File: src/rtl/decode_ctrl_stage.sv
// decode_ctrl_stage: one-entry registered RV32I(+M) control decoder between fetch
// and execute, with valid/ready handshakes, flush, load-use stalling, illegal
// instruction flagging and a saturating illegal-instruction counter.
module decode_ctrl_stage #(
    parameter int ENABLE_M       = 0,
    parameter int LOAD_USE_STALL = 1,
    parameter int CNT_W          = 8
) (
    input  logic             clk,
    input  logic             rst,
    input  logic             flush,
    input  logic             in_valid,
    output logic             in_ready,
    input  logic [31:0]      instr_in,
    output logic             out_valid,
    input  logic             out_ready,
    output logic             RegWrite,
    output logic             ALUSrc,
    output logic             ALUSrcA,
    output logic [3:0]       ALUCtrl,
    output logic [2:0]       IMMSrc,
    output logic [2:0]       MemCtrl,
    output logic [2:0]       PCSrc,
    output logic             MemWrite,
    output logic [1:0]       ResultSrc,
    output logic             MulDivEn,
    output logic [2:0]       MulDivOp,
    output logic [4:0]       rd,
    output logic [4:0]       rs1,
    output logic [4:0]       rs2,
    output logic             illegal,
    output logic [CNT_W-1:0] illegal_count
);
    localparam logic [3:0] ALU_OPCODE_ADD  = 4'd0;
    localparam logic [3:0] ALU_OPCODE_SUB  = 4'd1;
    localparam logic [3:0] ALU_OPCODE_SLL  = 4'd2;
    localparam logic [3:0] ALU_OPCODE_SLT  = 4'd3;
    localparam logic [3:0] ALU_OPCODE_SLTU = 4'd4;
    localparam logic [3:0] ALU_OPCODE_XOR  = 4'd5;
    localparam logic [3:0] ALU_OPCODE_LSR  = 4'd6;
    localparam logic [3:0] ALU_OPCODE_ASR  = 4'd7;
    localparam logic [3:0] ALU_OPCODE_OR   = 4'd8;
    localparam logic [3:0] ALU_OPCODE_AND  = 4'd9;
    localparam logic [3:0] ALU_OPCODE_B    = 4'd10;

    localparam logic [2:0] SIGN_EXTEND_I = 3'd0;
    localparam logic [2:0] SIGN_EXTEND_S = 3'd1;
    localparam logic [2:0] SIGN_EXTEND_B = 3'd2;
    localparam logic [2:0] SIGN_EXTEND_U = 3'd3;
    localparam logic [2:0] SIGN_EXTEND_J = 3'd4;

    localparam logic [2:0] MEM_B  = 3'd0;
    localparam logic [2:0] MEM_H  = 3'd1;
    localparam logic [2:0] MEM_W  = 3'd2;
    localparam logic [2:0] MEM_BU = 3'd3;
    localparam logic [2:0] MEM_HU = 3'd4;

    localparam logic [2:0] PC_NEXT          = 3'd0;
    localparam logic [2:0] PC_ALWAYS_BRANCH = 3'd1;
    localparam logic [2:0] PC_BEQ           = 3'd2;
    localparam logic [2:0] PC_BNE           = 3'd3;
    localparam logic [2:0] PC_BLT           = 3'd4;
    localparam logic [2:0] PC_BGE           = 3'd5;
    localparam logic [2:0] PC_BLTU          = 3'd6;
    localparam logic [2:0] PC_BGEU          = 3'd7;

    localparam logic [6:0] OPC_OP     = 7'h33;
    localparam logic [6:0] OPC_OPIMM  = 7'h13;
    localparam logic [6:0] OPC_LOAD   = 7'h03;
    localparam logic [6:0] OPC_STORE  = 7'h23;
    localparam logic [6:0] OPC_BRANCH = 7'h63;
    localparam logic [6:0] OPC_JAL    = 7'h6F;
    localparam logic [6:0] OPC_JALR   = 7'h67;
    localparam logic [6:0] OPC_LUI    = 7'h37;
    localparam logic [6:0] OPC_AUIPC  = 7'h17;

    localparam int HZ_W = (LOAD_USE_STALL > 1) ? $clog2(LOAD_USE_STALL + 1) : 1;

    typedef struct packed {
        logic       reg_write;
        logic       alu_src;
        logic       alu_src_a;
        logic [3:0] alu_ctrl;
        logic [2:0] imm_src;
        logic [2:0] mem_ctrl;
        logic [2:0] pc_src;
        logic       mem_write;
        logic [1:0] result_src;
        logic       muldiv_en;
        logic [2:0] muldiv_op;
        logic       illegal;
    } bundle_t;

    logic [6:0]      opcode;
    logic [2:0]      funct3;
    logic [6:0]      funct7;
    bundle_t         dec;
    logic            bad;
    logic            reads_rs1;
    logic            reads_rs2;
    logic            hazard;
    logic            accept;
    logic            out_valid_q;
    bundle_t         bundle_q;
    logic [4:0]      rd_q, rs1_q, rs2_q;
    logic [CNT_W-1:0] ill_cnt_q;
    logic [HZ_W-1:0] hz_cnt_q;
    logic [4:0]      ld_rd_q;

    assign opcode = instr_in[6:0];
    assign funct3 = instr_in[14:12];
    assign funct7 = instr_in[31:25];

    function automatic logic [3:0] alu_base(input logic [2:0] f3);
        case (f3)
            3'b000:  return ALU_OPCODE_ADD;
            3'b001:  return ALU_OPCODE_SLL;
            3'b010:  return ALU_OPCODE_SLT;
            3'b011:  return ALU_OPCODE_SLTU;
            3'b100:  return ALU_OPCODE_XOR;
            3'b101:  return ALU_OPCODE_LSR;
            3'b110:  return ALU_OPCODE_OR;
            default: return ALU_OPCODE_AND;
        endcase
    endfunction

    // Combinational decode of instr_in into a control bundle; illegal encodings collapse to a safe no-op.
    always_comb begin
        dec = '0;
        bad = 1'b0;
        case (opcode)
            OPC_OP: begin
                dec.reg_write = 1'b1;
                if (funct7 == 7'h01 && ENABLE_M != 0) begin
                    dec.muldiv_en = 1'b1;
                    dec.muldiv_op = funct3;
                end else if (funct7 == 7'h00) dec.alu_ctrl = alu_base(funct3);
                else if (funct7 == 7'h20 && funct3 == 3'b000) dec.alu_ctrl = ALU_OPCODE_SUB;
                else if (funct7 == 7'h20 && funct3 == 3'b101) dec.alu_ctrl = ALU_OPCODE_ASR;
                else bad = 1'b1;
            end
            OPC_OPIMM: begin
                dec.reg_write = 1'b1;
                dec.alu_src   = 1'b1;
                dec.imm_src   = SIGN_EXTEND_I;
                dec.alu_ctrl  = alu_base(funct3);
                if (funct3 == 3'b001 && funct7 != 7'h00 && funct7 != 7'h20) bad = 1'b1;
                if (funct3 == 3'b101) begin
                    if (funct7 == 7'h20) dec.alu_ctrl = ALU_OPCODE_ASR;
                    else if (funct7 != 7'h00) bad = 1'b1;
                end
            end
            OPC_LOAD: begin
                dec.reg_write  = 1'b1;
                dec.alu_src    = 1'b1;
                dec.imm_src    = SIGN_EXTEND_I;
                dec.result_src = 2'd1;
                case (funct3)
                    3'b000:  dec.mem_ctrl = MEM_B;
                    3'b001:  dec.mem_ctrl = MEM_H;
                    3'b010:  dec.mem_ctrl = MEM_W;
                    3'b100:  dec.mem_ctrl = MEM_BU;
                    3'b101:  dec.mem_ctrl = MEM_HU;
                    default: bad = 1'b1;
                endcase
            end
            OPC_STORE: begin
                dec.mem_write = 1'b1;
                dec.alu_src   = 1'b1;
                dec.imm_src   = SIGN_EXTEND_S;
                case (funct3)
                    3'b000:  dec.mem_ctrl = MEM_B;
                    3'b001:  dec.mem_ctrl = MEM_H;
                    3'b010:  dec.mem_ctrl = MEM_W;
                    default: bad = 1'b1;
                endcase
            end
            OPC_BRANCH: begin
                dec.imm_src = SIGN_EXTEND_B;
                case (funct3)
                    3'b000:  begin dec.pc_src = PC_BEQ;  dec.alu_ctrl = ALU_OPCODE_SUB;  end
                    3'b001:  begin dec.pc_src = PC_BNE;  dec.alu_ctrl = ALU_OPCODE_SUB;  end
                    3'b100:  begin dec.pc_src = PC_BLT;  dec.alu_ctrl = ALU_OPCODE_SLT;  end
                    3'b101:  begin dec.pc_src = PC_BGE;  dec.alu_ctrl = ALU_OPCODE_SLT;  end
                    3'b110:  begin dec.pc_src = PC_BLTU; dec.alu_ctrl = ALU_OPCODE_SLTU; end
                    3'b111:  begin dec.pc_src = PC_BGEU; dec.alu_ctrl = ALU_OPCODE_SLTU; end
                    default: bad = 1'b1;
                endcase
            end
            OPC_JAL: begin
                dec.reg_write  = 1'b1;
                dec.alu_src_a  = 1'b1;
                dec.alu_src    = 1'b1;
                dec.imm_src    = SIGN_EXTEND_J;
                dec.result_src = 2'd2;
                dec.pc_src     = PC_ALWAYS_BRANCH;
            end
            OPC_JALR: begin
                dec.reg_write  = 1'b1;
                dec.alu_src    = 1'b1;
                dec.imm_src    = SIGN_EXTEND_I;
                dec.result_src = 2'd2;
                dec.pc_src     = PC_ALWAYS_BRANCH;
                if (funct3 != 3'b000) bad = 1'b1;
            end
            OPC_LUI: begin
                dec.reg_write = 1'b1;
                dec.alu_src   = 1'b1;
                dec.imm_src   = SIGN_EXTEND_U;
                dec.alu_ctrl  = ALU_OPCODE_B;
            end
            OPC_AUIPC: begin
                dec.reg_write = 1'b1;
                dec.alu_src_a = 1'b1;
                dec.alu_src   = 1'b1;
                dec.imm_src   = SIGN_EXTEND_U;
            end
            default: bad = 1'b1;
        endcase
        if (bad) begin
            dec         = '0;
            dec.illegal = 1'b1;
        end
    end

    // Which source registers the incoming instruction actually reads, for hazard matching.
    always_comb begin
        reads_rs1 = !(opcode == OPC_LUI || opcode == OPC_AUIPC || opcode == OPC_JAL);
        reads_rs2 = (opcode == OPC_OP || opcode == OPC_STORE || opcode == OPC_BRANCH);
    end

    assign hazard = (LOAD_USE_STALL != 0) && (hz_cnt_q != '0) && in_valid && (ld_rd_q != 5'd0) &&
                    ((reads_rs1 && instr_in[19:15] == ld_rd_q) ||
                     (reads_rs2 && instr_in[24:20] == ld_rd_q));
    assign in_ready = (!out_valid_q || out_ready) && !hazard;
    // A flushed cycle never accepts, even though in_ready may read high.
    assign accept   = in_valid && in_ready && !flush;

    // Output bundle register: loads on accept, drains when consumed, holds while stalled downstream.
    always_ff @(posedge clk) begin
        if (rst) begin
            out_valid_q <= 1'b0;
            bundle_q    <= '0;
            rd_q        <= '0;
            rs1_q       <= '0;
            rs2_q       <= '0;
        end else if (flush) begin
            out_valid_q <= 1'b0;
        end else if (accept) begin
            out_valid_q <= 1'b1;
            bundle_q    <= dec;
            rd_q        <= instr_in[11:7];
            rs1_q       <= instr_in[19:15];
            rs2_q       <= instr_in[24:20];
        end else if (out_ready) begin
            out_valid_q <= 1'b0;
        end
    end

    // Saturating count of accepted illegal instructions; flush does not touch it.
    always_ff @(posedge clk) begin
        if (rst) ill_cnt_q <= '0;
        else if (accept && dec.illegal && ill_cnt_q != '1) ill_cnt_q <= ill_cnt_q + CNT_W'(1);
    end

    // Load-use window: armed by an accepted legal load writing a non-x0 register, then counts down.
    always_ff @(posedge clk) begin
        if (rst) begin
            hz_cnt_q <= '0;
            ld_rd_q  <= '0;
        end else if (flush) begin
            hz_cnt_q <= '0;
        end else if (accept && opcode == OPC_LOAD && !dec.illegal && instr_in[11:7] != 5'd0) begin
            hz_cnt_q <= HZ_W'(LOAD_USE_STALL);
            ld_rd_q  <= instr_in[11:7];
        end else if (hz_cnt_q != '0) begin
            hz_cnt_q <= hz_cnt_q - HZ_W'(1);
        end
    end

    assign out_valid     = out_valid_q;
    assign RegWrite      = bundle_q.reg_write;
    assign ALUSrc        = bundle_q.alu_src;
    assign ALUSrcA       = bundle_q.alu_src_a;
    assign ALUCtrl       = bundle_q.alu_ctrl;
    assign IMMSrc        = bundle_q.imm_src;
    assign MemCtrl       = bundle_q.mem_ctrl;
    assign PCSrc         = bundle_q.pc_src;
    assign MemWrite      = bundle_q.mem_write;
    assign ResultSrc     = bundle_q.result_src;
    assign MulDivEn      = bundle_q.muldiv_en;
    assign MulDivOp      = bundle_q.muldiv_op;
    assign illegal       = bundle_q.illegal;
    assign rd            = rd_q;
    assign rs1           = rs1_q;
    assign rs2           = rs2_q;
    assign illegal_count = ill_cnt_q;

endmodule

File: config.mk
export PLATFORM = sky130hd
export DESIGN_NAME = decode_ctrl_stage
export DESIGN_NICKNAME = d
export VERILOG_FILES = /design/src/rtl/decode_ctrl_stage.sv
export SDC_FILE = /design/constraint.sdc
export NUM_CORES = 1
export LEC_CHECK = 0
export BUFFER_PORTS_ARGS = -buffer_cell sky130_fd_sc_hd__buf_2
export CELL_PAD_IN_SITES_DETAIL_PLACEMENT = 2
export CELL_PAD_IN_SITES_GLOBAL_PLACEMENT = 2
export CORE_MARGIN = 4
export CORE_UTILIZATION = 29
export DETAILED_ROUTE_END_ITERATION = 10
export PLACE_DENSITY_LB_ADDON = 0.1
export REMOVE_ABC_BUFFERS = 1
export SLEW_MARGIN = 10
export SYNTH_ARGS = -nofsm -noshare
export SYNTH_HDL_FRONTEND = slang
export SYNTH_SLANG_ARGS = --single-unit
File: constraint.sdc
create_clock -name clk -period 3.1 [get_ports clk]
set_clock_uncertainty 0.1 [all_clocks]
set_input_delay 0.465 -clock clk [delete_from_list [all_inputs] [get_ports clk]]
set_output_delay 0.465 -clock clk [all_outputs]
set_load 0.005 [all_outputs]
# After elaboration in Yosys (flattened, before gate mapping)
# Index checks and enable logic that the tools add are counted.
# Widths: inputs -> output; s select.
[classes]
add_sub_neg = 2
mux = 36
reduce_logical = 50
n_eq_ne = 21
bitwise_logic = 1
[ops]
columns = ["op", "count"]
rows = [
  ["$eq 7x6->1 const B", 4],
  ["$pmux 4 s7", 1],
  ["$mux 24", 1],
  ["$pmux 3 s4", 2],
  ["$eq 7x7->1 const B", 3],
  ["$mux 1", 19],
  ["$pmux 3 s6", 1],
  ["$logic_and 1x1->1", 17],
  ["$pmux 4 s4", 1],
  ["$eq 7x5->1 const B", 2],
  ["$reduce_or 2->1", 7],
  ["$reduce_or 7->1", 2],
  ["$eq 3x3->1 const B", 4],
  ["$mux 4", 3],
  ["$pmux 3 s2", 2],
  ["$eq 5x5->1", 2],
  ["$reduce_bool 5->1", 2],
  ["$pmux 3 s3", 1],
  ["$add 8x1->8 const B", 1],
  ["$ne 8x8->1 const B", 1],
  ["$pmux 2 s2", 2],
  ["$eq 7x2->1 const B", 1],
  ["$logic_not 7->1", 1],
  ["$ne 7x6->1 const B", 1],
  ["16 further kinds", 29],
]
[word_totals]
out_inout_bits = 49
regBits = 54

# Longest topological paths before layout
[logic_depth]
word_depth = 15
ltp_mapped = 9

# Worst setup path before layout
# Ideal clock, no wire load.
[synth_path]
path_kind = "input to output"
startpoint = "input port instr_in[4]"
endpoint = "output port in_ready"
setup_slack_ns = 0.667
stages = 8
t_required_ns = 2.535
t_arrival_ns = 1.868
cell_sequence = "buf_2 -> nor2b_1 -> and2_1 -> a211oi_1 -> a21o_1 -> buf_6 -> clkbuf_1 -> nor2_1"
[synth_between]
elab_chain_cells = 9
elab_cells_between_ends = 17
classes_between = "eq/ne: 6; reduce/logical: 11"
[synth_rtl]
columns = ["item", "line_no", "text"]
rows = [
  ["start: declaration", "14", "input logic [31:0] instr_in,"],
  ["$eq 7x6->1 / $eq 7x5->1 (equally long branches)", "228", "reads_rs1 = !(opcode == OPC_LUI || opcode == OPC_AUIPC || opcode == OPC_JAL);"],
  ["$logic_or 1x1->1 (2 in a row)", "228", ""],
  ["$logic_not 1->1", "228", ""],
  ["$logic_and 1x1->1", "233", "((reads_rs1 && instr_in[19:15] == ld_rd_q) ||"],
  ["$logic_or 1x1->1 (*)", "233", ""],
  ["$logic_and 1x1->1 (*)", "232", "assign hazard = (LOAD_USE_STALL != 0) && (hz_cnt_q != '0) && in_valid && (ld_rd_q != 5'd0) &&"],
  ["$logic_not 1->1 (*)", "235", "assign in_ready = (!out_valid_q || out_ready) && !hazard;"],
  ["$logic_and 1x1->1 (*)", "235", ""],
  ["end: declaration", "13", "output logic in_ready,"],
]
# Every way passes the cells marked *; elsewhere a longest branch is shown, timed or not.

# Worst setup path after layout
[layout_path]
startpoint = "register ld_rd_q[0]"
endpoint = "register ld_rd_q[1]"
[layout_between]
elab_chain_cells = 12
elab_cells_between_ends = 16
classes_between = "eq/ne: 2; reduce/logical: 14"
[layout_rtl]
columns = ["item", "line_no", "text"]
rows = [
  ["start: declaration", "108", "logic [4:0] ld_rd_q;"],
  ["start signal: assignment", "275", "ld_rd_q <= instr_in[11:7];"],
  ["$eq 5x5->1, on equally long branches", "233, 234", ""],
  ["$logic_and 1x1->1, on equally long branches", "233, 234", ""],
  ["$logic_or 1x1->1", "233", ""],
  ["$logic_and 1x1->1 (*)", "232", ""],
  ["$logic_not 1->1 (*)", "235", ""],
  ["$logic_and 1x1->1 (*)", "235", ""],
  ["$logic_and 1x1->1 (*) (2 in a row)", "237", "assign accept = in_valid && in_ready && !flush;"],
  ["$logic_and 1x1->1 (*) (3 in a row)", "273", "end else if (accept && opcode == OPC_LOAD && !dec.illegal && instr_in[11:7] != 5'd0) begin"],
  ["$reduce_and 2->1 (no source line) (*)", "-", ""],
]
# Marks and branches as above.
# A chain may end at the register's enable or synchronous reset.

==> load_flow_metrics.sql <==
INSERT INTO impl_metrics (metric_group, metric, value, unit) VALUES
('route', 'first_pass_iters', '4', ''),
('sta', 'rsz0062_at_grt', 'no', ''),
('clocking', 'cts-resized-gates', '0', ''),
('synth', 'async_s_r_ff_share_synth', '0', '%'),
('pwr', 'p_int', '894', 'uW'),
('sta', 'post-route-period-util', '89.3', '%'),
('clocking', 'cts-buffers-inserted', '5', ''),
('pwr', 'p_leak', '0.00141', 'uW'),
('placement', 'placed_cell_area', '3370', 'um^2'),
('grt', 'first_pass_grt_wire_length', '16200', 'um'),
('placement', 'finalWeightedCongestion', '0.843', ''),
('synth', 'postSynth.topFlopCell', 'sky130_fd_sc_hd__dfxtp_1', ''),
('die', 'num_io_pins', '86', ''),
('critical_path', 'worst_path_largest_cell_delay', '0.53', 'ns'),
('grt', 'initial_antenna_violation_count', '0', ''),
('route', 'avgViaCountPerCell', '5.29', ''),
('pwr', 'switching_share', '28.6', '%'),
('die', 'core', '9370', 'um^2'),
('sta', 'timing_max_transition_violations_final', '0', ''),
('min_path', 'min_path_type', 'in2reg', ''),
('route', 'route.detailed.drc', '0', ''),
('cells_and_area', 'multi_input_comb_area', '1700', 'um^2'),
('clocking', 'clk_pin_slew', '0.10', 'ns'),
('grt', 'grt_start_max_net_pins', '52', ''),
('die', 'initial_utilization', '30.3', '%'),
('cells_and_area', 'layout.cells.non_filler', '555', ''),
('synth', 'synthesis.instances', '353', ''),
('placement', 'io_buffer_count', '81', ''),
('placement', 'detailedPlacementHpwl', '7480', 'um'),
('sta', 'hold_violations', '0', ''),
('grt', 'grt_usage', '17.2', '%'),
('cells_and_area', 'seq_area', '1000', 'um^2'),
('synth', 'avgSynthCellArea', '8.05', 'um^2'),
('sta', 'timing.final.ws_setup', '0.333', 'ns'),
('die', 'die_h', '107', 'um'),
('pwr', 'seq_power_share', '53.0', '%'),
('grt', 'grt_remaining_overflow', '0', ''),
('grt', 'via_count_of_the_first_global_routing_pass', '2992', ''),
('clocking', 'htree_levels', '2', ''),
('critical_path', 'critPathArrivalTime', '2.90', 'ns'),
('critical_path', 'crit_slowest_cell', 'sky130_fd_sc_hd__or4_1', ''),
('cells_and_area', 'final.fill_count', '1143', ''),
('sta', 'worstMarginPinSlew', '0.939', 'ns'),
('job', 'maxCapViolations', '0', ''),
('cells_and_area', 'layout-area-overhead-vs-synth', '22.1', '%'),
('pwr', 'switchingPower', '358', 'uW'),
('die', 'die_area', '11400', 'um^2'),
('critical_path', 'timing.critical_path.cells', 'or4_1 -> o211ai_2 -> nor3_1 -> a21o_1 -> buf_4 -> nor4_4 -> mux2i_1', ''),
('placement', 'place_worst_setup_slack', '0.281', 'ns'),
('synth', 'synth_warnings', '0', ''),
('clocking', 'cts.hold.buffers_added', '0', ''),
('route', 'via_count', '2936', ''),
('synth', 'number_of_synthesized_flops_with_an_enable_pin', '0', ''),
('run_status', 'outcome', 'complete, no violations', ''),
('critical_path', 'r2r_slack', '0.33', 'ns'),
('sta', 'maximum_achievable_frequency', '0.361', 'GHz'),
('cells_and_area', 'nets', '463', ''),
('route', 'wirelength', '9850', 'um'),
('clocking', 'clk_buf_depth', '2', ''),
('synth', 'postSynthRegisterBits', '50', ''),
('pwr', 'ir_worst_vdd', '201', 'uV'),
('route', 'drt_iter0_markers', '88', ''),
('pwr', 'p_comb_share', '14.3', '%'),
('pwr', 'p_per_area', '361', 'nW/um^2'),
('cells_and_area', 'share_of_layout_cells_above_drive_strength_1', '26.3', '%'),
('synth', 'syn-cell-area', '2840', 'um^2'),
('pwr', 'power.clock.fraction', '32.7', '%'),
('sta', 'final_report_setup_violation_count', '0', ''),
('sta', 'timing.slew.headroom', '37.4', '%'),
('critical_path', 'setup_crit_path_kind', 'reg2reg', ''),
('placement', 'numPlacedInstances', '547', '');
-- critical path, delay by kind of cell (launching register included) --
family	cells	cell delay (ns)
AND/OR/NAND/NOR	3	1.19
AO/OA/AOI/OAI	2	0.53
flip-flops	1	0.37
buffers and inverters	1	0.26
multiplexers	1	0.24
-- cells by family after synthesis --
group                    count (synthesis)  share of synthesized area, %
AO/OA/AOI/OAI                          107                          23.1
XOR/XNOR                                10                          3.08
adder cells (fa/ha/maj)                  1                         0.440
buffers and inverters                   33                          5.33
flip-flops                              50                          35.2
multiplexers                             9                          3.30
other                                    1                         0.132
AND/OR/NAND/NOR                        142                          29.4
-- power by group through the flow --
stage | clock network, uW | registers (uW) | logic [uW]
2_1_floorplan | 0 | 679 | 77.2
3_3_place_gp | 0 | 678 | 176
3_5_place_dp | 0 | 678 | 180
4_1_cts | 429 | 664 | 181
5_1_grt | 456 | 666 | 200
6_report | 409 | 663 | 179
-- metrics by stage --
step	utilization, %	hold slack [ns]	setup TNS (ns)	total power, uW
2_1_floorplan	-	0.360	-5.63	756
5_1_grt	37.0	0.267	0	1320
4_1_cts	37.0	0.245	0	1270
3_3_place_gp	36.0	0.360	0	854
6_report	37.0	0.260	0	1250
3_5_place_dp	36.0	0.374	0	858
-- state kept, by name, summed over array words and instances (netlist names) --
register       count
illegal_count      8
ld_rd_q            5
rd                 5
rs1                5
rs2                5
ALUCtrl            4
IMMSrc             3
MemCtrl            3
PCSrc              3
ResultSrc          2
ALUSrc             1
ALUSrcA            1
MemWrite           1
RegWrite           1
hz_cnt_q           1
illegal            1
out_valid          1
-- worst paths after layout --
kind                                 from                      end  cells past startpoint
setup / recovery  ld_rd_q[0]$_SDFFE_PP0P_  ld_rd_q[1]$_SDFFE_PP0P_                      7
setup reg to reg  ld_rd_q[0]$_SDFFE_PP0P_  ld_rd_q[1]$_SDFFE_PP0P_                      7
hold / removal                      flush   out_valid$_SDFFE_PP0P_                      2
hold reg to reg       rs1[0]$_SDFFE_PP0P_      rs1[0]$_SDFFE_PP0P_                      2
-- layout by cell type, fill, tap and decap left out, drive strengths merged, types with 4 or more instances in the layout --
master	instances
and3	4
nor2	15
conb	4
nor2b	12
o31ai	4
nand2b	18
clkbuf	5
dfxtp	50
mux2i	6
buf	93
nor4	6
nand4	8
a21oi	41
o21ai	30
or3	4
nand3	25
a22o	11
nand2	16
xnor2	7
nor3	14
or4	6
-- metal layers --
metal  share of wire (%)  vias up  GRT usage, %
li1                    -     1440             -
met1                  52     1434          26.4
met2                  44       58          25.9
met3                 4.0        4          2.53
met4                0.35        0          2.47
met5                   0        -             0
-- cell type report --
class	instances	share of cell area, %
clock inverters	3	0.830
multi-input cells	273	49.2
clock buffers	5	1.98
well taps	129	4.66
flip-flops and latches	50	28.9
inverters	2	0.217
repair buffers	93	14.3
-- synth_stat cells (5+ instances only) --
| cell | count | area share (%) |
|---|---|---|
| sky130_fd_sc_hd__dfxtp_1 | 50 | 35 |
| sky130_fd_sc_hd__a21oi_1 | 40 | 7.0 |
| sky130_fd_sc_hd__o21ai_0 | 30 | 5.3 |
| sky130_fd_sc_hd__nand3_1 | 25 | 4.4 |
| sky130_fd_sc_hd__clkbuf_1 | 20 | 2.6 |
| sky130_fd_sc_hd__nand2b_1 | 18 | 4.0 |
| sky130_fd_sc_hd__nand2_1 | 16 | 2.1 |
| sky130_fd_sc_hd__nor2_1 | 15 | 2.0 |
| sky130_fd_sc_hd__nor3_1 | 14 | 2.5 |
| sky130_fd_sc_hd__nor2b_1 | 12 | 2.6 |
| sky130_fd_sc_hd__a22o_1 | 11 | 3.4 |
| sky130_fd_sc_hd__nand4_1 | 8 | 1.8 |
| sky130_fd_sc_hd__xnor2_1 | 7 | 2.2 |
| sky130_fd_sc_hd__mux2i_1 | 6 | 2.1 |
| sky130_fd_sc_hd__or4_1 | 5 | 1.3 |
Note: power is estimated with default switching activity, not from simulation.
